**config.mk**
```make
export PLATFORM = sky130hd
export DESIGN_NAME = pipeline_if_fq
export DESIGN_NICKNAME = d
export VERILOG_FILES = /design/src/rtl/pipeline_if_fq.sv
export SDC_FILE = /design/constraint.sdc
export NUM_CORES = 2
export LEC_CHECK = 0
export BUFFER_PORTS_ARGS = -buffer_cell sky130_fd_sc_hd__buf_2
export CORE_MARGIN = 8
export CORE_UTILIZATION = 30
export DETAILED_ROUTE_END_ITERATION = 8
export PLACE_DENSITY = 0.43
export REMOVE_ABC_BUFFERS = 1
export SYNTH_ARGS = -nofsm -noshare
export SYNTH_HDL_FRONTEND = slang
export SYNTH_SLANG_ARGS = --single-unit
```
**constraint.sdc**
```tcl
create_clock -name clk -period 11.4 [get_ports clk]
set_clock_uncertainty 0.2 [all_clocks]
set_input_delay 2.85 -clock clk [delete_from_list [all_inputs] [get_ports clk]]
set_output_delay 2.85 -clock clk [all_outputs]
set_load 0.1 [all_outputs]
```
**src/rtl/pipeline_if_fq.sv**
```systemverilog
`default_nettype none
// ============================================================================
// Module      : pipeline_if_fq
// Description : Instruction-fetch queue. Accepts a fetch line of LINE_INSNS
//               instructions, enqueues the instructions from the PC's word
//               offset to the end of the line, tracks each entry's PC, and
//               presents the two oldest instructions to decode.
// Revision    : 1.0 - initial release
// ----------------------------------------------------------------------------
// Ports
//   clk          in   1                    clock
//   reset        in   1                    synchronous active-high reset
//   pc           in   ADDR_LEN             fetch PC of the current line
//   line_valid   in   1                    idata holds a valid line for pc
//   idata        in   LINE_INSNS*INSN_LEN  fetch line, word k at k*INSN_LEN
//   fetch_ready  out  1                    line accepted if line_valid
//   npc          out  ADDR_LEN             next fetch PC
//   flush        in   1                    redirect, empties the queue
//   flush_pc     in   ADDR_LEN             redirect target
//   deq_ready    in   1                    decode takes all valid outputs
//   inst1/inst2  out  INSN_LEN             head / head+1 instructions
//   pc1          out  ADDR_LEN             PC of inst1
//   valid1/2     out  1                    inst1 / inst2 valid
//   count        out  clog2(DEPTH)+1       occupied entries
// ============================================================================
module pipeline_if_fq #(
  parameter int LINE_INSNS = 4,
  parameter int DEPTH      = 8,
  parameter int ADDR_LEN   = 32,
  parameter int INSN_LEN   = 32
) (
  input  logic                           clk,
  input  logic                           reset,
  input  logic [ADDR_LEN-1:0]            pc,
  input  logic                           line_valid,
  input  logic [LINE_INSNS*INSN_LEN-1:0] idata,
  output logic                           fetch_ready,
  output logic [ADDR_LEN-1:0]            npc,
  input  logic                           flush,
  input  logic [ADDR_LEN-1:0]            flush_pc,
  input  logic                           deq_ready,
  output logic [INSN_LEN-1:0]            inst1,
  output logic [INSN_LEN-1:0]            inst2,
  output logic [ADDR_LEN-1:0]            pc1,
  output logic                           valid1,
  output logic                           valid2,
  output logic [$clog2(DEPTH):0]         count
);

  localparam int c_off_w = $clog2(LINE_INSNS);
  localparam int c_ptr_w = $clog2(DEPTH);
  localparam int c_cnt_w = c_ptr_w + 1;

  // Entry storage; validity is carried only by the pointers and count.
  logic [INSN_LEN-1:0] r_mem_insn [DEPTH];
  logic [ADDR_LEN-1:0] r_mem_pc   [DEPTH];

  logic [c_ptr_w-1:0]  r_head;
  logic [c_ptr_w-1:0]  r_tail;
  logic [c_cnt_w-1:0]  r_count;

  logic [c_off_w-1:0]    w_off;
  logic [c_cnt_w-1:0]    w_n_enq;
  logic [c_cnt_w-1:0]    w_free;
  logic [c_cnt_w-1:0]    w_ndeq;
  logic                  w_accept;
  logic [ADDR_LEN-1:0]   w_line_base;
  logic [LINE_INSNS-1:0] w_lane_mask;
  logic [c_ptr_w-1:0]    w_head1;

  logic                w_wr_en   [LINE_INSNS];
  logic [c_ptr_w-1:0]  w_wr_idx  [LINE_INSNS];
  logic [ADDR_LEN-1:0] w_wr_pc   [LINE_INSNS];
  logic [INSN_LEN-1:0] w_wr_insn [LINE_INSNS];

  // Byte-offset bits of the PC never select anything.
  logic w_unused_pc_lsbs;
  assign w_unused_pc_lsbs = &{1'b0, pc[1:0]};

  assign w_off       = pc[2 +: c_off_w];
  assign w_n_enq     = c_cnt_w'(LINE_INSNS) - c_cnt_w'(w_off);
  assign w_free      = c_cnt_w'(DEPTH) - r_count;
  assign fetch_ready = !reset && !flush && (w_free >= w_n_enq);
  assign w_accept    = line_valid && fetch_ready;
  assign w_line_base = {pc[ADDR_LEN-1:c_off_w+2], {(c_off_w+2){1'b0}}};

  always_comb begin
    npc = pc;
    if (flush) begin
      npc = flush_pc;
    end else if (w_accept) begin
      npc = w_line_base + ADDR_LEN'(4 * LINE_INSNS);
    end
  end

  // Lanes at or above the PC offset are written; lane k lands k-off slots
  // past the tail so the line stays in ascending order.
  assign w_lane_mask = {LINE_INSNS{1'b1}} << w_off;

  for (genvar k = 0; k < LINE_INSNS; k++) begin : g_lane
    assign w_wr_en[k]   = w_accept && w_lane_mask[k];
    assign w_wr_idx[k]  = r_tail + c_ptr_w'(k) - c_ptr_w'(w_off);
    assign w_wr_pc[k]   = w_line_base + ADDR_LEN'(4 * k);
    assign w_wr_insn[k] = idata[k*INSN_LEN +: INSN_LEN];
  end

  always_ff @(posedge clk) begin
    for (int k = 0; k < LINE_INSNS; k++) begin
      if (w_wr_en[k]) begin
        r_mem_insn[w_wr_idx[k]] <= w_wr_insn[k];
        r_mem_pc[w_wr_idx[k]]   <= w_wr_pc[k];
      end
    end
  end

  assign valid1  = (r_count != '0);
  assign valid2  = (r_count >= c_cnt_w'(2));
  assign w_head1 = r_head + c_ptr_w'(1);
  assign w_ndeq  = deq_ready ? (c_cnt_w'(valid1) + c_cnt_w'(valid2)) : '0;

  assign inst1 = valid1 ? r_mem_insn[r_head]  : '0;
  assign pc1   = valid1 ? r_mem_pc[r_head]    : '0;
  assign inst2 = valid2 ? r_mem_insn[w_head1] : '0;
  assign count = r_count;

  // Pointer widths equal log2(DEPTH), so truncating the advance amounts
  // gives the modulo-DEPTH wrap for free.
  always_ff @(posedge clk) begin
    if (reset || flush) begin
      r_head  <= '0;
      r_tail  <= '0;
      r_count <= '0;
    end else begin
      r_head  <= r_head + c_ptr_w'(w_ndeq);
      r_tail  <= r_tail + (w_accept ? c_ptr_w'(w_n_enq) : '0);
      r_count <= r_count + (w_accept ? w_n_enq : '0) - w_ndeq;
    end
  end

endmodule
`default_nettype wire

```
== Yosys cells after proc, flatten, opt, wreduce, memory -nomap -nowiden ==
Memory sizes are Yosys's and may differ from the RTL's. A register that Yosys moved wholly into a read port is not among the register bits.
Cells that the tools add are included.

* Memory bits (read-only): 0
* Bits of input ports: 197
* Bits in latches: 0
* Output and inout bits: 135
* Memories kept: 2
* Logic and storage cells: 56
* Flip-flop bits (word level): 10
* Bits in writable memories: 512

* Magnitude comparators: 2
* Equal/unequal tests: 0
* Multiplexer cells: 18
* Reduce and logical (&&, ||, !) cells: 11
* Add/sub/neg operators: 19
* Multiply operators: 0
* Bitwise operators: 0
* Divide/modulo/power cells: 0
* Shift operators: 1

{| class="wikitable"
|+ Memories
! memory !! words !! bits a word !! rd ports !! clocked after memory_dff !! wr ports !! RTL line !! source
|-
| r_mem_insn || 8 || 32 || 2 || 1 || 4 || 55 || <nowiki>logic [INSN_LEN-1:0] r_mem_insn [DEPTH];</nowiki>
|-
| r_mem_pc || 8 || 32 || 1 || 1 || 4 || 56 || <nowiki>logic [ADDR_LEN-1:0] r_mem_pc [DEPTH];</nowiki>
|}

{| class="wikitable"
|+ Operators by type and width
! kind !! count
|-
| $mux W32 || 5
|-
| $add A32 B4 Y32 const B || 2
|-
| $add A32 B3 Y32 const B || 1
|-
| $add A32 B5 Y32 const B || 1
|-
| $sub A3 B2 Y3 || 4
|-
| $mux W3 || 3
|-
| $mux W1 || 8
|-
| $logic_and A1 B1 Y1 || 7
|-
| $add A3 B1 Y3 const B || 2
|-
| $add A3 B2 Y3 const B || 2
|-
| $add A4 B4 Y4 || 1
|-
| $ge A4 B2 Y1 const B || 1
|-
| $ge A4 B4 Y1 || 1
|-
| $mux W4 || 1
|-
| $reduce_bool A4 Y1 || 1
|-
| $shl A4 B2 Y4 const A || 1
|-
| $sub A3 B2 Y4 const A || 1
|-
| $sub A4 B2 Y4 || 1
|-
| $sub A4 B4 Y4 const A || 1
|-
| $add A3 B2 Y3 || 1
|-
| $add A3 B3 Y3 || 1
|-
| $add A1 B1 Y2 || 1
|-
| $logic_not A1 Y1 || 2
|-
| $mux W2 || 1
|-
| $logic_or A1 B1 Y1 || 1
|}

== Longest topological paths before layout ==
* Depth in word-level cells: 7
* Depth in mapped cells: 17
* Gate-level depth less buffers: 16

== Worst setup path after synthesis ==
OpenSTA, ideal clock, no wires.

* Path kind: input -> output
* Start point: input port pc[2]
* End point: output port npc[8]
* Arrival: 7.654 ns
* Required time: 8.350 ns
* Path slack: 0.696 ns
* Cell stages on the path: 9
* Buffers on the path: 1
* Cell sequence: inv_1 -> ha_1 -> inv_1 -> ha_1 -> o21ai_0 -> o21ai_0 -> o211ai_1 -> clkbuf_1 -> o311ai_0

* Cells in the longest elaborated chain, start to end: 6

{| class="wikitable"
|+ RTL lines
! what !! RTL line !! source
|-
| start, declared || 34 || <nowiki>input logic [ADDR_LEN-1:0] pc,</nowiki>
|-
| $sub A3 B2 Y4 || 81 || <nowiki>assign w_n_enq = c_cnt_w'(LINE_INSNS) - c_cnt_w'(w_off);</nowiki>
|-
| $ge A4 B4 Y1 || 83 || <nowiki>assign fetch_ready = !reset && !flush && (w_free >= w_n_enq);</nowiki>
|-
| $logic_and A1 B1 Y1 || 83 ||
|-
| $logic_and A1 B1 Y1 || 84 || <nowiki>assign w_accept = line_valid && fetch_ready;</nowiki>
|-
| $mux W32 || 91 || <nowiki>end else if (w_accept) begin</nowiki>
|-
| $mux W32 || 89 || <nowiki>if (flush) begin</nowiki>
|-
| end, declared || 38 || <nowiki>output logic [ADDR_LEN-1:0] npc,</nowiki>
|}

No other way between the ends.

== Worst setup path in the final report ==
* Start point: input port pc[3]
* End point: output port npc[11]

The elaborated chain is that of the path after synthesis.

==> results.cfg <==
[yosys]
synthAdderAreaFrac = 0.01281
syn_area_um2 = 31250
synth_xor_area_frac = 0.01117
synthMuxAreaShare = 0.2230
ys.warnings.count = 0
yosysMostFrequentCell = edfxtp_1
ys_types = 69
synth_top_family_by_area = multiplexers
yosysTopAreaCellShare = 0.4612
synth_compound_area_frac = 0.1563
synth_area_leaders = edfxtp_1 46%, mux4_2 14%, mux2i_1 8.7%
synth_ff_type = edfxtp_1
async_flop_share = 0
synth_seq_cells = 506
syn_inst = 2593
post_synth_and_or_nand_nor_area_fraction = 0.06025
synth_edf_count = 480
avgSynthCellArea_um2 = 12.05
synthTopCellsByCount = 480 x edfxtp_1, 271 x mux2i_1, 212 x clkbuf_1
synth_top_area_cell = edfxtp_1
synth-seq-area-share = 0.4778

[clock_network]
post_cts.repair.setup_buffers = 0
postCtsHoldBufs = 0
cts_htree_levels = 2
cts.repair.resized = 0
clk_latency_ns = 0.62
cts_inserted_buffers = 56
cts_sinks = 506
clkTransAtPathRegs_ns = 0.06
tritoncts = done
clockBufferDepth = 3
root_buffer = clkbuf_16

[pwr]
fin_total_pwr_uw = 8580
p_per_area_nw_per_um2 = 237.2
p_leak_uw = 0.01172
peakVddDrop_mv = 0.2213

[setup_path]
cp_cell_sequence = buf_2, inv_1, ha_1, inv_1, ha_1, o21ai_0, nor2_1, nor2_1, buf_4, or4_1, a31oi_1, buf_2
path_delay_family = simple AND/OR/NAND/NOR gates
ff2ff_path_depth = 10
reg2reg_to = r_mem_pc[7][11]$_DFFE_PP_
worstPathArrival_ns = 6.08
critPathCaptureType = output port
cpMaxStageDelayCell = nor2_1
path_max_fanout = 8
critical_path_buf_inv_count = 5
r2r-start = r_tail[1]$_SDFF_PP0_
path_class = in -> out
slowest_delay_ns = 0.61
cp.required_ns = 8.35
r2r_slack_ns = 5.97
cp-start-kind = input port

[drt]
ant_nets = 0
drc = 0
wl_per_cell_um = 31.72
num_vias = 24770
met1_length_mm = 52.57
wl_met3_mm = 12.13
totalWireLength_mm = 132.5
dr_wl_met2_mm = 62.66
drt_iter0_markers = 3025
routed.top_layer = met5
firstDrtPassIters = 8
routed_via_density = 5.928

[grt]
gr-total-overflow = 0
grt_max_degree = 117
grt_pass1_wl_mm = 188.3
antenna_found_initial = 49
grt_pass1_vias = 25810
grt_usage = 0.2216

[timing]
slew_violations = 0
fmax_mhz = 109.6
min_period_ns = 9.127
worst_slack_ns = 2.273
rsz0062_at_grt = no
finalCritPeriodShare = 0.8006
setup_violations = 0
fin_hold_ws_ns = 0.2493
relSlewSlack = 0.1396
tightest_slew_ns = 1.291
finalSetupTns_ns = 0
hold_violations = 0

[place]
place_ws_ns = 2.239
dp_hpwl_mm = 77.81
placed_cells = 4044
place.gp.congestion = 0.8210
port_buffers = 329

[cells_and_area]
area_growth_pct = 15.74
fillCellCount = 10200
seqCellArea_um2 = 14950
multi_input_area_um2 = 14910
final_cells = 4178
drive_gt1_frac = 0.2700
nets = 2948

[worst_hold_path]
holdPathEnd = r_mem_pc[3][3]$_SDFFE_PP1P_
worstHoldStart = r_mem_pc[3][3]$_SDFFE_PP1P_
hold_class = reg -> reg
holdPathStages = 1

[floorplanning]
die_h_um = 338.8
initial_utilization = 0.3020
fp.dieW_um = 338.8
core_um2 = 103500
dieArea_um2 = 114800
rows = 118
io_pins = 332

[run_status]
status = complete, no violations

[job]
drv_cap = 0
-- layer usage --
layer / global-route usage / vias to the layer above
met2: 0.3649 / 1342
met5: 0.002124 / -
met3: 0.06085 / 342
li1: - / 10380
met4: 0.09041 / 28
met1: 0.2739 / 12670
-- placed cells by master (no fill, tap or decap), types with 8 or more instances in the layout --
master      count
and2_1         11
a211oi_1       35
a22oi_1       112
a221o_1        18
o31ai_1        21
o21ai_0        95
a21oi_4         8
o211ai_1       71
o21ai_4         8
ha_1           23
dfxtp_1        23
buf_4          69
a211oi_4        8
a222oi_1       38
buf_2         329
clkinvlp_4      8
nand4_1        13
nor3_1         10
a21o_1          9
a2111oi_2      12
mux2i_1       271
o21ai_1        10
xnor2_1        16
edfxtp_1      480
inv_1         113
clkinv_2       10
nor2_1        173
nand2_1       143
nand3_1        18
diode_2        28
clkbuf_16      57
a22o_1         46
mux4_2        188
a21oi_1       185
-- stage by stage --
stage,utilization,instance area [µm²]
finish,0.3495,36170
global route,0.3492,36140
CTS,0.3488,36100
detailed placement,0.3304,34190
global placement,0.3304,34190
floorplan,-,29850
-- registers in the layout, indices dropped and copies added, names as in the netlist --
name and flops:
r_mem_insn 256, r_mem_pc 240, count 4, r_head 3, r_tail 3
-- power breakdown --
| group | leakage (µW) | internal (µW) | switching, µW | total, µW |
|---|---|---|---|---|
| combinational | 0.00624 | 924 | 3500 | 4420 |
| clock | 0.000918 | 1110 | 792 | 1900 |
| sequential | 0.00455 | 2180 | 74.5 | 2260 |
| total | 0.0117 | 4210 | 4370 | 8580 |
-- cells by family (layout without fill, tap and decap cells) --
group / count (synthesis) / count (layout)
compound gates: 702 / 702
xor+xnor: 30 / 30
fa+ha+maj: 29 / 29
buf+inv: 442 / 618
flops: 506 / 506
mux: 461 / 461
other cells: 1 / 30
simple gates: 422 / 422
-- worst max-delay path by stage --
stage / cells after the start / start / to / slack (ns)
5_1_grt: 12 / pc[3] / npc[11] / 2.06
6_report: 12 / pc[3] / npc[11] / 2.27
4_1_cts: 12 / pc[3] / npc[11] / 2.23
2_1_floorplan: 4 / r_head[0]$_SDFF_PP0_ / inst2[0] / -2.00
3_3_place_gp: 12 / pc[3] / npc[11] / 2.25
3_5_place_dp: 12 / pc[3] / npc[11] / 2.24
-- area by class of cell --
class | count | area share
well taps | 1380 | 0.04773
multi-input cells | 1646 | 0.4122
clock inverters | 37 | 0.01079
flip-flops and latches | 506 | 0.4132
inverters | 113 | 0.01173
diodes | 28 | 0.001937
clock buffers | 69 | 0.04206
repair buffers | 399 | 0.06039
Note: power is estimated with default switching activity, not from simulation.
